--- src/rtl/adder_acc_pkg.sv ---
// Shared types and defaults for the saturating burst accumulator.
// Latency: n/a (types, constants and a width helper only).
// Backpressure: n/a.
package adder_acc_pkg;

    // Default geometry: 8-bit adder operands give 9-bit sums into a 16-bit accumulator.
    localparam int DEF_N         = 8;
    localparam int DEF_ACC_W     = 16;
    localparam int DEF_MAX_TERMS = 16;

    typedef enum logic [1:0] {
        IDLE  = 2'd0,
        ACCUM = 2'd1,
        HOLD  = 2'd2
    } acc_state_t;

    // The term counter has to be able to hold MAX_TERMS itself, not just MAX_TERMS-1.
    function automatic int calc_cw(input int max_terms);
        return $clog2(max_terms + 1);
    endfunction

endpackage

--- src/rtl/Multibit_Adder.sv ---
// Ripple-carry adder: two N-bit unsigned operands, N+1-bit sum.
// Latency: combinational.
// Backpressure: none.
// Ports: i_a, i_b (N-bit operands); o_sum (N+1 bits, MSB is carry-out).
module Multibit_Adder #(
    parameter int N = 8
) (
    input  logic [N-1:0] i_a,
    input  logic [N-1:0] i_b,
    output logic [N:0]   o_sum
);

    logic [N:0] w_carry;

    assign w_carry[0] = 1'b0;

    for (genvar i = 0; i < N; i++) begin : g_fa
        assign o_sum[i]       = i_a[i] ^ i_b[i] ^ w_carry[i];
        assign w_carry[i + 1] = (i_a[i] & i_b[i]) | (w_carry[i] & (i_a[i] ^ i_b[i]));
    end

    assign o_sum[N] = w_carry[N];

endmodule

--- src/rtl/acc_sat_add.sv ---
// Unsigned W-bit add that clamps to all-ones on carry-out and flags it.
// Latency: combinational.
// Backpressure: none.
// Ports: i_a, i_b (W-bit operands); o_sum (W-bit saturated result); o_ovf (carry-out seen).
module acc_sat_add #(
    parameter int W = 16
) (
    input  logic [W-1:0] i_a,
    input  logic [W-1:0] i_b,
    output logic [W-1:0] o_sum,
    output logic         o_ovf
);

    logic [W:0] w_raw;

    Multibit_Adder #(
        .N (W)
    ) u_add (
        .i_a   (i_a),
        .i_b   (i_b),
        .o_sum (w_raw)
    );

    // Bit W is the adder's carry-out; once it fires the true total no longer fits.
    assign o_ovf = w_raw[W];
    assign o_sum = w_raw[W] ? {W{1'b1}} : w_raw[W-1:0];

endmodule

--- src/rtl/adder_accumulator.sv ---
// Accumulates a burst of unsigned N+1-bit sums into a saturating ACC_W-bit total.
// Latency: out_valid rises the cycle after the closing beat; one beat per cycle in a burst.
// Backpressure: in_ready drops while a result is held; result stays stable until out_ready.
// Ports: clk, rst_n (async active-low), clear (sync abort);
//        in_valid/in_ready/in_sum/in_last (beat stream);
//        out_valid/out_ready/out_acc/out_count/out_ovf (burst result).
module adder_accumulator
    import adder_acc_pkg::*;
#(
    parameter  int N         = DEF_N,
    parameter  int ACC_W     = DEF_ACC_W,
    parameter  int MAX_TERMS = DEF_MAX_TERMS,
    localparam int CW        = calc_cw(MAX_TERMS)
) (
    input  logic             clk,
    input  logic             rst_n,
    input  logic             clear,
    input  logic             in_valid,
    output logic             in_ready,
    input  logic [N:0]       in_sum,
    input  logic             in_last,
    output logic             out_valid,
    input  logic             out_ready,
    output logic [ACC_W-1:0] out_acc,
    output logic [CW-1:0]    out_count,
    output logic             out_ovf
);

    acc_state_t       r_state;
    logic [ACC_W-1:0] r_acc;
    logic [CW-1:0]    r_count;
    logic             r_ovf;

    logic [ACC_W-1:0] w_in_ext;
    logic [ACC_W-1:0] w_sat_sum;
    logic             w_sat_ovf;
    logic             w_in_fire;
    logic             w_out_fire;
    logic [CW-1:0]    w_count_inc;
    logic             w_cap;

    assign w_in_ext    = ACC_W'(in_sum);
    assign in_ready    = (r_state != HOLD) && !clear;
    assign out_valid   = (r_state == HOLD);
    assign w_in_fire   = in_valid && in_ready;
    assign w_out_fire  = out_valid && out_ready;
    assign w_count_inc = r_count + CW'(1);
    // Burst closes at the cap even if the producer never marks a last beat.
    assign w_cap       = (w_count_inc == CW'(MAX_TERMS));

    assign out_acc   = r_acc;
    assign out_count = r_count;
    assign out_ovf   = r_ovf;

    acc_sat_add #(
        .W (ACC_W)
    ) u_sat_add (
        .i_a   (r_acc),
        .i_b   (w_in_ext),
        .o_sum (w_sat_sum),
        .o_ovf (w_sat_ovf)
    );

    always_ff @(posedge clk or negedge rst_n) begin
        if (!rst_n) begin
            r_state <= IDLE;
            r_acc   <= '0;
            r_count <= '0;
            r_ovf   <= 1'b0;
        end else if (clear) begin
            // Abort wins over any beat or result handshake in the same cycle.
            r_state <= IDLE;
            r_acc   <= '0;
            r_count <= '0;
            r_ovf   <= 1'b0;
        end else begin
            case (r_state)
                IDLE: begin
                    if (w_in_fire) begin
                        r_acc   <= w_in_ext;
                        r_count <= CW'(1);
                        r_ovf   <= 1'b0;
                        r_state <= (in_last || MAX_TERMS == 1) ? HOLD : ACCUM;
                    end
                end
                ACCUM: begin
                    if (w_in_fire) begin
                        r_acc   <= w_sat_sum;
                        r_count <= w_count_inc;
                        r_ovf   <= r_ovf | w_sat_ovf;
                        r_state <= (in_last || w_cap) ? HOLD : ACCUM;
                    end
                end
                HOLD: begin
                    if (w_out_fire) begin
                        r_state <= IDLE;
                        r_acc   <= '0;
                        r_count <= '0;
                        r_ovf   <= 1'b0;
                    end
                end
                default: begin
                    r_state <= IDLE;
                end
            endcase
        end
    end

endmodule

--- config.mk ---
export PLATFORM = sky130hd
export DESIGN_NAME = adder_accumulator
export DESIGN_NICKNAME = d
export VERILOG_FILES = /design/src/rtl/adder_acc_pkg.sv /design/src/rtl/Multibit_Adder.sv /design/src/rtl/acc_sat_add.sv /design/src/rtl/adder_accumulator.sv
export SDC_FILE = /design/constraint.sdc
export NUM_CORES = 1
export LEC_CHECK = 0
export BUFFER_PORTS_ARGS = -buffer_cell sky130_fd_sc_hd__buf_4
export CELL_PAD_IN_SITES_DETAIL_PLACEMENT = 0
export CELL_PAD_IN_SITES_GLOBAL_PLACEMENT = 1
export CORE_MARGIN = 5
export CORE_UTILIZATION = 31
export CTS_BUF_LIST = sky130_fd_sc_hd__clkbuf_4 sky130_fd_sc_hd__clkbuf_8
export CTS_CLUSTER_DIAMETER = 120
export DETAILED_ROUTE_END_ITERATION = 10
export GPL_TIMING_DRIVEN = 0
export MAX_ROUTING_LAYER = met4
export PLACE_DENSITY = 0.7
export SYNTH_ARGS = -nofsm -noshare
export SYNTH_HDL_FRONTEND = slang
export SYNTH_SLANG_ARGS = --single-unit
--- constraint.sdc ---
create_clock -name clk -period 7.8 [get_ports clk]
set_clock_uncertainty 0.15 [all_clocks]
set_input_delay 1.17 -clock clk [delete_from_list [all_inputs] [get_ports clk]]
set_output_delay 1.17 -clock clk [all_outputs]
set_load 0.01 [all_outputs]
==> flow_summary.yaml <==
setup_path:
  critPathMaxFanout: 10
  worst_r2r_path_depth: 22
  cp.arrival_ps: 6540
  crit_type: "input pin to register"
  crit_required_ps: 7810
  crit_path_end_kind: "register"
  start_kind: "input pin"
  reg2reg_from: "out_acc[0]"
  r2r_slack_ps: 1880
  worst_r2r_endpoint: "out_acc[5]"
drt:
  drtIter0Drc: 53
  vias: 1252
  drtPass1Iterations: 4
  ant_nets: 0
  wire_per_inst_um: 13.6
  drcViolationCount: 0
  routed_wirelength_mm: 3.62
  via_per_inst: 4.69
grt:
  overflow: 0
  grt_pass1_vias: 1261
  grt_use_total: 0.125
  antenna_found_initial: 0
  grt_max_degree: 25
  grt_pass1_wl_mm: 6.21
sta:
  tightestPinTransition_ps: 645
  min_period_ps: 6530
  setup_ws_ps: 1270
  finalHoldViolations: 0
  tns_ps: 0
  rsz0062_at_grt: "false"
  fin_hold_ws_ps: 382
  slew_headroom: 0.568
  drv_slew: 0
  max_freq_mhz: 153
  timing.final.crit_share: 0.837
  setup_violations: 0
power_and_ir_drop:
  p_int_mw: 0.237
  netSwitchingPower_mw: 0.0914
  pwr-share-seq: 0.429
  p_per_area_nw_per_um2: 164
  cellLeakagePower_nw: 1.02
  p_sw_frac: 0.279
  finalPower_mw: 0.328
  p_comb_frac: 0.227
  pwr-share-clk: 0.344
  ir_drop_v: 0.0000608
worst_hold_path:
  min_to: "out_acc[9]"
  min_from: "out_acc[9]"
  holdPathStages: 2
  hold_class: "register to register"
synthesis:
  netlist_area_sq_um: 1560
  yosysWarnings: 0
  synth_top_cell_area_share: 0.384
  ys_seq_area_frac: 0.384
  ys_ff_latch: 24
  postSynthCellCount: 159
  syn_avg_cell_area_sq_um: 9.84
  synth_largest_area_cell: "dfrtp_1"
  synth_cell_types: 35
  synth_nets: 193
  synthTopCellsByArea: "dfrtp_1 38%, fa_1 10%, ha_1 8.8%"
finish:
  fin_util: 0.415
  area_delta_synth_final_pct: 27.7
  multiInputGateArea_sq_um: 896
  stdcell_area_sq_um: 2000
  fin_nets: 235
  instances_no_fill: 267
  antennaDiodeCount: 0
  drive_gt1_frac: 0.245
  regArea_sq_um: 601
  fill_cells: 515
placed_design:
  place_ws_ps: 915
  hpwl_mm: 2.73
  dp_cells: 263
  gp_congestion: 0.734
  port_buffers: 37
  place_area_sq_um: 1930
cts:
  cts_hold_buf: 0
  clkSlewWorstSetupHoldPaths_ps: 90
  cts_resized: 0
  post_cts_buffers: 0
  ctsRootBufferMaster: "clkbuf_8"
  h-tree-depth: 1
  insertion_delay_ps: 270
  cts_tree: "built"
  cts_buffer_depth: 2
  cts_sinks: 24
  numCtsBuffers: 3
floorplanning:
  die_w_um: 81.0
  ios: 39
  start_util: 0.325
  die_y_um: 81.0
  coreArea_sq_um: 4820
  fp.dieArea_sq_um: 6570
  row_count: 25
run_status:
  status: "complete, no violations"
run:
  maxCapViolations: 0
==> per-layer routing <==
| layer | routed length (um) | global-route usage | part of all wire |
|---|---|---|---|
| met3 | 120 | 0.0144 | 0.033 |
| met5 | 0 | - | 0 |
| met4 | 37 | 0.0355 | 0.010 |
| met2 | 1750 | 0.204 | 0.48 |
| met1 | 1710 | 0.163 | 0.47 |
==> cells by family (layout without fill, tap and decap cells) <==
kind of cell / count (synthesis) / count (layout) / share of synthesized area
and+or+nand+nor: 58 / 58 / 0.181
buffers and inverters: 15 / 56 / 0.0432
AOI/OAI and AO/OA: 35 / 35 / 0.144
DFF: 24 / 24 / 0.384
adders and majority gates: 19 / 19 / 0.190
muxes: 8 / 8 / 0.0576
==> placed cells by master, fill, tap and decap left out, types with 5 or more instances in the layout <==
master / Yosys / routed
buf_4: 0 / 37
dfrtp_1: 24 / 24
fa_1: 8 / 8
ha_1: 11 / 11
inv_1: 8 / 8
mux2_1: 5 / 5
nand2_1: 31 / 31
nand3_1: 6 / 6
nor2_1: 5 / 5
o21ai_0: 15 / 15
o21ai_1: 8 / 8
==> final cells by class <==
class / instances / share of cell area
inverter: 8 / 0.0150
timing repair buffer: 37 / 0.139
clock inverter: 1 / 0.0150
clock buffer: 3 / 0.0207
tap: 67 / 0.0420
multi-input combinational: 120 / 0.449
sequential: 24 / 0.301
buffer: 7 / 0.0188
==> state kept, by name, indices dropped and copies added (netlist names) <==
| register | count |
|---|---|
| out_acc | 16 |
| out_count | 5 |
| r_state | 2 |
| out_ovf | 1 |
==> synthesized netlist by cell type <==
cell,number
buf_6,1
o21ai_0,15
o22a_1,2
fa_1,8
and3_1,1
nand3_1,6
a311oi_4,1
mux2_2,3
o31ai_1,1
and3b_1,1
o41ai_1,1
o2bb2ai_1,1
nand2b_1,2
a221o_1,1
clkbuf_1,3
and4b_1,1
nor4b_1,1
nand3b_1,1
buf_2,3
nor2b_1,3
o21ai_1,8
dfrtp_1,24
or2_1,1
inv_1,8
and2_1,1
and4bb_1,1
a211oi_1,1
nand2_1,31
a2bb2oi_1,1
mux2_1,5
nor3_1,1
ha_1,11
nor2_1,5
or4_1,2
a21oi_1,3
==> power by group through the flow <==
| stage | registers (mW) | logic (mW) | clock network [mW] |
|---|---|---|---|
| after CTS | 0.141 | 0.0766 | 0.116 |
| after floorplan | 0.146 | 0.0394 | 0 |
| after global placement | 0.143 | 0.0750 | 0 |
| after detailed placement | 0.144 | 0.0757 | 0 |
| final | 0.141 | 0.0743 | 0.113 |
| after global routing | 0.143 | 0.0853 | 0.121 |
==> worst max path at each step <==
stage,start,to,cells past startpoint
5_1_grt,in_sum[0],out_acc[5],23
6_report,in_sum[0],out_acc[5],23
3_5_place_dp,in_sum[0],out_acc[4],23
3_3_place_gp,in_sum[0],out_acc[7],23
2_1_floorplan,in_sum[0],out_acc[4],22
4_1_cts,in_sum[0],out_acc[4],23
==> critical path: stages <==
cell and delay [ps]:
buf_4 110, ha_1 200, fa_1 380, fa_1 400, fa_1 390, fa_1 390, fa_1 390, fa_1 390
fa_1 360, inv_1 70, fa_1 150, inv_1 40, ha_1 170, ha_1 180, ha_1 180, ha_1 180
ha_1 180, ha_1 190, and2_1 210, clkbuf_1 240, o21ai_0 210, nand2_1 70, mux2_1 270
No activity file was read; power rests on OpenSTA's default activity.
